**src/rtl/react_keypad.sv**
```systemverilog
// 4x4 matrix keypad scanner: active-low row drive, synchronized column sense,
// whole-frame debounce, one-cycle key_valid strobe and key_held level.
module react_keypad #(
  parameter int SCAN_DIV        = 50000,
  parameter int DEBOUNCE_FRAMES = 4
) (
  input  logic       clk,
  input  logic       rst,
  output logic [3:0] row,
  input  logic [3:0] col,
  output logic [3:0] key_code,
  output logic       key_valid,
  output logic       key_held
);

  localparam int             CW   = $clog2(SCAN_DIV);
  localparam logic [CW-1:0]  CMAX = CW'(SCAN_DIV - 1);
  localparam logic [3:0]     DBF  = 4'(DEBOUNCE_FRAMES);

  typedef enum logic [1:0] {
    IDLE,
    DEBOUNCE,
    PRESSED,
    RELEASE
  } state_t;

  state_t      state, state_n;
  logic [3:0]  s1, s2;
  logic [CW-1:0] cnt;
  logic [1:0]  ridx;
  logic [15:0] snap;
  logic [15:0] frame;
  logic        tick;
  logic        frame_done;
  logic [4:0]  nkeys;
  logic [3:0]  code;
  logic        none;
  logic        single;
  logic        cand_hit;
  logic [3:0]  cand, cand_n;
  logic [3:0]  dbcnt, dbcnt_n;
  logic [3:0]  dbinc;
  logic        valid_n;

  assign tick       = (cnt == CMAX);
  assign frame_done = tick && (ridx == 2'd3);
  assign row        = ~(4'b0001 << ridx);

  always_ff @(posedge clk or negedge rst) begin
    if (!rst) begin
      s1   <= '0;
      s2   <= '0;
      cnt  <= '0;
      ridx <= '0;
      snap <= '0;
    end else begin
      s1 <= col;
      s2 <= s1;
      if (tick) begin
        cnt                    <= '0;
        ridx                   <= ridx + 2'd1;
        snap[{ridx, 2'b00} +: 4] <= ~s2;
      end else begin
        cnt <= cnt + 1'b1;
      end
    end
  end

  // Row 3 is still being sampled on the completing tick, so splice it in.
  always_comb begin
    frame = {~s2, snap[11:0]};
    nkeys = '0;
    code  = '0;
    for (int i = 0; i < 16; i++) begin
      if (frame[i]) begin
        nkeys = nkeys + 5'd1;
        code  = 4'(i);
      end
    end
  end

  assign none     = (nkeys == 5'd0);
  assign single   = (nkeys == 5'd1);
  assign cand_hit = frame[cand];
  assign dbinc    = (dbcnt < DBF) ? dbcnt + 4'd1 : dbcnt;

  always_ff @(posedge clk or negedge rst) begin
    if (!rst) begin
      state     <= IDLE;
      cand      <= '0;
      dbcnt     <= '0;
      key_code  <= '0;
      key_valid <= 1'b0;
    end else begin
      state     <= state_n;
      cand      <= cand_n;
      dbcnt     <= dbcnt_n;
      key_valid <= valid_n;
      if (valid_n) key_code <= cand_n;
    end
  end

  always_comb begin
    state_n = state;
    cand_n  = cand;
    dbcnt_n = dbcnt;
    if (frame_done) begin
      unique case (state)
        IDLE: begin
          if (single) begin
            cand_n  = code;
            dbcnt_n = 4'd1;
            state_n = (DBF <= 4'd1) ? PRESSED : DEBOUNCE;
          end
        end
        DEBOUNCE: begin
          if (single && code == cand) begin
            dbcnt_n = dbinc;
            if (dbinc >= DBF) state_n = PRESSED;
          end else begin
            state_n = IDLE;
            dbcnt_n = '0;
          end
        end
        PRESSED: begin
          if (!cand_hit) begin
            if (none && DBF <= 4'd1) begin
              state_n = IDLE;
              dbcnt_n = '0;
            end else begin
              state_n = RELEASE;
              dbcnt_n = 4'd1;
            end
          end
        end
        RELEASE: begin
          if (cand_hit) begin
            state_n = PRESSED;
            dbcnt_n = '0;
          end else if (none) begin
            dbcnt_n = dbinc;
            if (dbinc >= DBF) begin
              state_n = IDLE;
              dbcnt_n = '0;
            end
          end else begin
            dbcnt_n = 4'd1;
          end
        end
      endcase
    end
  end

  always_comb begin
    valid_n  = frame_done && (state_n == PRESSED) &&
               (state == IDLE || state == DEBOUNCE);
    key_held = (state == PRESSED) || (state == RELEASE);
  end

endmodule

```
**config.mk**
```make
export PLATFORM = sky130hd
export DESIGN_NAME = react_keypad
export DESIGN_NICKNAME = d
export VERILOG_FILES = /design/src/rtl/react_keypad.sv
export SDC_FILE = /design/constraint.sdc
export NUM_CORES = 1
export LEC_CHECK = 0
export CAP_MARGIN = 5
export CORE_ASPECT_RATIO = 1.25
export CORE_UTILIZATION = 58
export CTS_BUF_LIST = sky130_fd_sc_hd__clkbuf_8
export DETAILED_ROUTE_END_ITERATION = 10
export GPL_ROUTABILITY_DRIVEN = 0
export PLACE_DENSITY = 0.79
export SLEW_MARGIN = 20
export SYNTH_ARGS = -nofsm -noshare
export SYNTH_HDL_FRONTEND = slang
export SYNTH_SLANG_ARGS = --single-unit
export TNS_END_PERCENT = 1
```
**constraint.sdc**
```tcl
create_clock -name clk -period 9.5 [get_ports clk]
set_input_delay 2.85 -clock clk [delete_from_list [all_inputs] [get_ports clk]]
set_output_delay 2.85 -clock clk [all_outputs]
set_load 0.1 [all_outputs]
```
==> reports/results.ini, run 1 <==
[cts]
clock_latency_ns = 0.32
cts_sinks = 53
clk_path_buf_depth = 2
holdBufCountCts = 0
clk_pin_slew_ns = 0.11
cts_tree = done
root_buffer = clkbuf_8
cts_made_buffers = 5
htreeDepth = 2

[run_status]
status = finished, final reports clean

[floorplanning]
die_y_um = 98.4
row_count = 34
initial_core_util_pct = 61.1
io_pins = 16
core_area_um2 = 7060
fp.dieArea_um2 = 7790
die_w_um = 79.1

[layout]
area_growth_pct = 13.5
layout-drive-gt1-share_pct = 17.1
post-route-cell-area_um2 = 4900
final_util_pct = 69.3
nNetsFinal = 524
n_antenna_cell = 0

[routing]
antenna_left = 0
drtIter0Drc = 175
drc = 0
wire_per_inst_um = 15.9
num_vias = 3527
drt-total-wl_um = 9320
via_per_inst = 6.02
drt_pass1_iterations = 4

[setup_path]
reg2reg_depth = 53
r2r-start = snap[1]
crit_path_max_incr_delay_ns = 0.39
path_depth = 53
crit_arrival_ns = 9.32
crit_path_start_kind = register
path_class = reg2reg
r2r_end = dbcnt[2]
critPathLaunch = snap[1]
crit_buf_inv = 4
crit_end = dbcnt[2]
slowest_stage = dfrtp_1
crit_path_end_kind = register
crit_top_cell = ha_1
cp.required_ns = 9.72
path_max_fanout = 5
ff2ff_setup_slack_ns = 0.41
cp_top_family = adder cells

[global_routing]
grt_pass1_vias = 3423
grt_first_pass_wirelength_um = 15200
antenna_found_initial = 0
overflow = 0
grt_usage_pct = 24.2
grt_max_degree = 54

[sta]
worst_pin_slew_ns = 0.991
slew_headroom_pct = 33.1
finalCritPeriodShare_pct = 95.7
max_clock_freq_ghz = 0.110
fin_hold_ws_ns = 0.357
final-hold-violation-count = 0
setup_viol_count_final = 0
slew_viol_final = 0
fin_skew_ns = 0.0186
period_needed_ns = 9.09

[yosys]
synthMuxAreaShare_pct = 5.54
synth_compound_area_share_pct = 13.1
synthSimpleGateAreaFrac_pct = 22.7
synth-edff-count = 0
synth_xor_area_share_pct = 16.1
synth_top_family_by_area = simple AND/OR/NAND/NOR gates
synthAdderAreaFrac_pct = 6.61
syn_area_per_cell_um2 = 9.08
ys_seq_area_share_pct = 30.7
ys.warnings.count = 0
synthFlopType = dfrtp_1
postSynth.asyncResetShare_pct = 100
synth_cell_types = 75
ys_ff_latch = 53
syn_inst = 475
synth_area_um2 = 4310
syn_nets = 503

[power]
ir_worst_vdd_mv = 0.114
power_density_nw_per_um2 = 88.2
leakage_nw = 2.17

[placement]
port_buffers = 15
place_area_um2 = 4500
dpl.hpwl_um = 6400

[flow_run]
drv_cap = 0

[min_path]
hold_start = s1[0]
hold_class = reg2reg

## placed cells by master (no fill, tap or decap), types with 4 or more instances in the layout
cell type	count
nor2_1	31
o21ai_0	16
nand3_1	20
xnor3_1	4
nand2b_1	6
xnor2_2	7
xnor2_1	31
nor3b_1	4
mux2i_1	5
ha_1	18
mux4_2	5
ha_4	4
nand2_2	4
a31oi_1	4
clkdlybuf4s50_1	14
a21oi_1	10
nand2_1	49
nor2b_1	6
o31ai_1	13
dfrtp_1	52
nor3_1	7
o22ai_1	4
and2_1	6
nor2_2	4
and3_1	11
buf_4	20
nand4_1	10
xor2_1	17
inv_1	29
clkbuf_8	5
## metal layers
layer	vias up	GRT usage, %	share of wire [%]
met5	-	0	0
met4	0	7.27	1.1
met3	8	2.78	2.3
met2	55	43.4	53
met1	1741	30.0	44
li1	1723	-	-
## power by group
part	internal (mW)	switching, mW
sequential	0.227	0.00428
combinational	0.0213	0.0250
clock	0.0781	0.0759
## what timing repair did
item,4_1_cts,5_1_grt
endpoints found under the setup margin,12,15
buffers inserted,7,9
resized for setup,1,34
gates cloned,0,1
pin swaps,1,15
## how the worst min path moves through the flow
| stage | to | slack, ns | cells past startpoint |
|---|---|---|---|
| after CTS | s2[2] | 0.36 | 0 |
| after detailed placement | s2[0] | 0.34 | 0 |
| after floorplan | s2[0] | 0.33 | 0 |
| after global routing | s2[2] | 0.37 | 0 |
| after global placement | s2[2] | 0.33 | 0 |
| final | s2[0] | 0.36 | 0 |
## layout make-up
type	instances	area [um2]
Clock buffer	5	68.8
Inverter	32	120
Clock inverter	2	38.8
Sequential cell	53	1330
Multi-Input combinational cell	369	2930
Tap cell	90	113
Fill cell	568	2170
Timing Repair Buffer	35	295
## stage by stage
| stage | setup WS [ns] | TNS, ns | instances | power, mW |
|---|---|---|---|---|
| 6_report | 0.405 | 0 | 586 | 0.432 |
| 5_1_grt | -0.132 | -1.03 | 586 | 0.446 |
| 4_1_cts | 0.0522 | 0 | 576 | 0.427 |
| 3_5_place_dp | -0.102 | -0.392 | 562 | 0.269 |
| 3_3_place_gp | 0.124 | 0 | 562 | 0.268 |
| 2_1_floorplan | 0.671 | 0 | 475 | 0.260 |
## cell usage after synthesis, types with 3 or more instances
library cell  instances  area (um2)
xnor2_1              34         298
o31ai_1              14         105
and2_1                6        37.5
nor4_1                3        18.8
a21oi_1              10        50.1
o22ai_1               4        25.0
o21ai_0              19        95.1
clkbuf_1             15        56.3
mux2i_1               7        70.1
inv_1                30         113
mux2_4                3        45.0
ha_1                 22         275
nor2_1               36         135
and3_1               11        68.8
mux4_2                5         113
nor2b_1               8        50.1
nand4_1              10        62.6
xor2_1               17         149
dfrtp_1              53        1330
nand3_1              20         100
nor3b_1               4        30.0
xnor2_2               4        65.1
nor3_1                8        40.0
nor4b_1               3        26.3
a31oi_1               6        37.5
xnor3_1               4        90.1
nand2_1              53         199
nand2b_1              6        37.5
## flip-flops by register name, indices dropped and copies added, names as in the netlist
| signal | count |
|---|---|
| key_valid | 1 |
| key_code | 4 |
| snap | 12 |
| s2 | 4 |
| dbcnt | 4 |
| ridx | 2 |
| s1 | 4 |
| cnt | 16 |
| state | 2 |
| cand | 4 |
## cells by family (layout without fill, tap and decap cells)
group,after synthesis,in the layout
compound gates,80,81
xor+xnor,63,63
fa+ha+maj,23,23
buf+inv,54,74
flops,53,53
mux,16,16
simple gates,186,186
(Power assumes the default switching activity.)
==> inputs of run 2 (changes only) <==
--- a/config.mk
+++ b/config.mk
@@ -7,11 +7,10 @@
 export LEC_CHECK = 0
 export CAP_MARGIN = 5
 export CORE_ASPECT_RATIO = 1.25
-export CORE_UTILIZATION = 58
-export CTS_BUF_LIST = sky130_fd_sc_hd__clkbuf_8
+export CORE_UTILIZATION = 56
 export DETAILED_ROUTE_END_ITERATION = 10
 export GPL_ROUTABILITY_DRIVEN = 0
-export PLACE_DENSITY = 0.79
+export PLACE_DENSITY = 0.77
 export SLEW_MARGIN = 20
 export SYNTH_ARGS = -nofsm -noshare
 export SYNTH_HDL_FRONTEND = slang
==> constraint.sdc (replaced) <==
create_clock -name clk -period 7.6 [get_ports clk]
set_input_delay 2.28 -clock clk [delete_from_list [all_inputs] [get_ports clk]]
set_output_delay 2.28 -clock clk [all_outputs]
set_load 0.1 [all_outputs]
==> reports/results.ini, run 2 (synthesis results as in run 1) <==
[layout]
final_common_cell = buf_4
largestRegisters = cnt (16), snap (12)
multiInputGateArea_um2 = 3040  ; +3.7%
final_util_pct = 72.8  ; +3.5 points
final_cells = 641  ; +9.4%
fillCellCount = 541  ; -4.8%
most-common-layout-cells = 71 x buf_4, 53 x dfrtp_1, 46 x nand2_1
nNetsFinal = 576  ; +9.9%
seqCellArea_um2 = 1330  ; about the same
layout-drive-gt1-share_pct = 27.7  ; +11 points
largest_register_ffs = 16  ; unchanged
n_antenna_cell = 0  ; unchanged
regMostFlops = cnt
area_growth_pct = 24.9

[cts]
root_buffer = clkbuf_8
cts_tree = done
cts_sinks = 53  ; unchanged
clk_path_buf_depth = 2  ; unchanged
cts_made_buffers = 5  ; unchanged
holdBufCountCts = 0  ; unchanged
htreeDepth = 2  ; unchanged
clock_latency_ns = 0.31  ; about the same
clk_pin_slew_ns = 0.11  ; about the same

[min_path]
hold_class = reg2reg
whs_path_depth = 0  ; unchanged
hold_start = s1[2]
min_to = s2[2]

[routing]
drc = 0  ; unchanged
drt_pass1_iterations = 5  ; +1
via_per_inst = 5.93  ; -1.5%
drt-total-wl_um = 10800  ; +16%
wire_per_inst_um = 16.9  ; +6.2%
drtIter0Drc = 164  ; -6.3%
num_vias = 3801  ; +7.8%
antenna_left = 0  ; unchanged

[sta]
setup_viol_count_final = 15  ; +15
final-hold-violation-count = 0  ; unchanged
fin_skew_ns = 0.0115  ; -0.00716 ns
worst_pin_slew_ns = 0.983  ; -0.00781 ns
tns_ns = -17.69  ; -17.69 ns
finalCritPeriodShare_pct = 116  ; +21 points
finalWorstSetupSlack_ns = -1.25  ; -1.66 ns
max_clock_freq_ghz = 0.113  ; +2.7%
rsz0062_at_grt = yes
slew_headroom_pct = 34.3  ; +1.2 points
slew_viol_final = 0  ; unchanged
period_needed_ns = 8.85  ; -0.241 ns

[power]
power_density_nw_per_um2 = 97.8  ; +11%
leakage_nw = 2.44  ; +12%
ir_worst_vdd_mv = 0.133  ; +17%
p_total_mw = 0.527  ; +22%

[global_routing]
grt_max_degree = 54  ; unchanged
grt_usage_pct = 27.2  ; +3.1 points
grt_pass1_vias = 3839  ; +12%
antenna_found_initial = 0  ; unchanged
overflow = 0  ; unchanged
grt_first_pass_wirelength_um = 17300  ; +14%

[floorplanning]
die_w_um = 80.5  ; +1.7%
initial_core_util_pct = 58.3  ; -2.8 points
die_y_um = 100  ; +1.7%
core_area_um2 = 7400  ; +4.8%
fp.dieArea_um2 = 8060  ; +3.5%
row_count = 35  ; +2.9%
io_pins = 16  ; unchanged

[setup_path]
path_max_fanout = 7  ; +2
ff2ff_setup_slack_ns = -1.25  ; -1.66 ns
crit_path_end_kind = register
cp.required_ns = 7.80  ; -1.92 ns
crit_path_start_kind = register
crit_path_max_incr_delay_ns = 0.42  ; +0.03 ns
crit_arrival_ns = 9.05  ; -0.27 ns
crit_top_cell = ha_4
path_class = reg2reg
r2r_end = cand[1]
reg2reg_depth = 52  ; -1.9%
r2r-start = snap[1]
slowest_stage = dfrtp_1

[placement]
dpl.hpwl_um = 7040  ; +10%
port_buffers = 15  ; unchanged
dpl_worst_slack_ns = -1.34  ; -1.24 ns
dpl.cell_count = 611  ; +8.7%

[run_status]
violations = setup timing
status = complete, but fails checks

[flow_run]
drv_cap = 0  ; unchanged

run 2: worst max-delay path, delay by kind of cell, from the launching register on:
family | cells | cell delay [ns]
buffers and inverters | 4 | 0.38
adders and majority gates | 13 | 3.47
xor gates and xnor gates | 3 | 0.46
AOI/OAI and AO/OA | 11 | 1.43
and+or+nand+nor | 18 | 1.74
DFF | 1 | 0.42
muxes | 3 | 0.82
run 2: area by class of cell:
class	count	area share, %
multi-input combinational	369	56.4
sequential	53	24.6
timing repair buffer	87	12.8
inverter	32	2.23
tap	92	2.14
clock buffer	5	1.28
clock inverter	3	0.534
run 2: per-stage QoR:
stage               cell area, um2  hold slack [ns]
global placement              4900            0.332
finish                        5390            0.347
floorplan                     4360            0.331
CTS                           5230            0.355
detailed placement            4900            0.336
global route                  5390            0.375
run 2: how the worst max path moves through the flow:
stage,from,to,slack (ns),depth (start not counted)
6_report,snap[1],cand[1],-1.25,52
5_1_grt,snap[1],cand[1],-1.64,52
4_1_cts,snap[0],cand[2],-1.25,52
3_5_place_dp,snap[0],cand[2],-1.34,52
3_3_place_gp,snap[1],cand[2],-0.97,52
2_1_floorplan,snap[1],cand[1],-0.92,51
run 2: layer usage:
metal	routed length, um	vias up	part of all wire (%)	GRT usage (%)
met4	216	0	2.0	9.62
met5	0	-	0	0
li1	-	1835	-	-
met2	5800	125	54	49.6
met1	4340	1822	40	32.1
met3	469	19	4.3	3.82
run 2: timing repair:
action,4_1_cts,5_1_grt
gates resized for setup,20,25
gates cloned,1,0
buffers inserted,19,2
endpoints found under the hold margin,0,0
setup endpoints to repair,15,15
pin swaps,20,22
run 2: report_power, final:
part | internal, mW | switching [mW]
registers | 0.284 | 0.00568
logic | 0.0311 | 0.0347
clock network | 0.0691 | 0.103
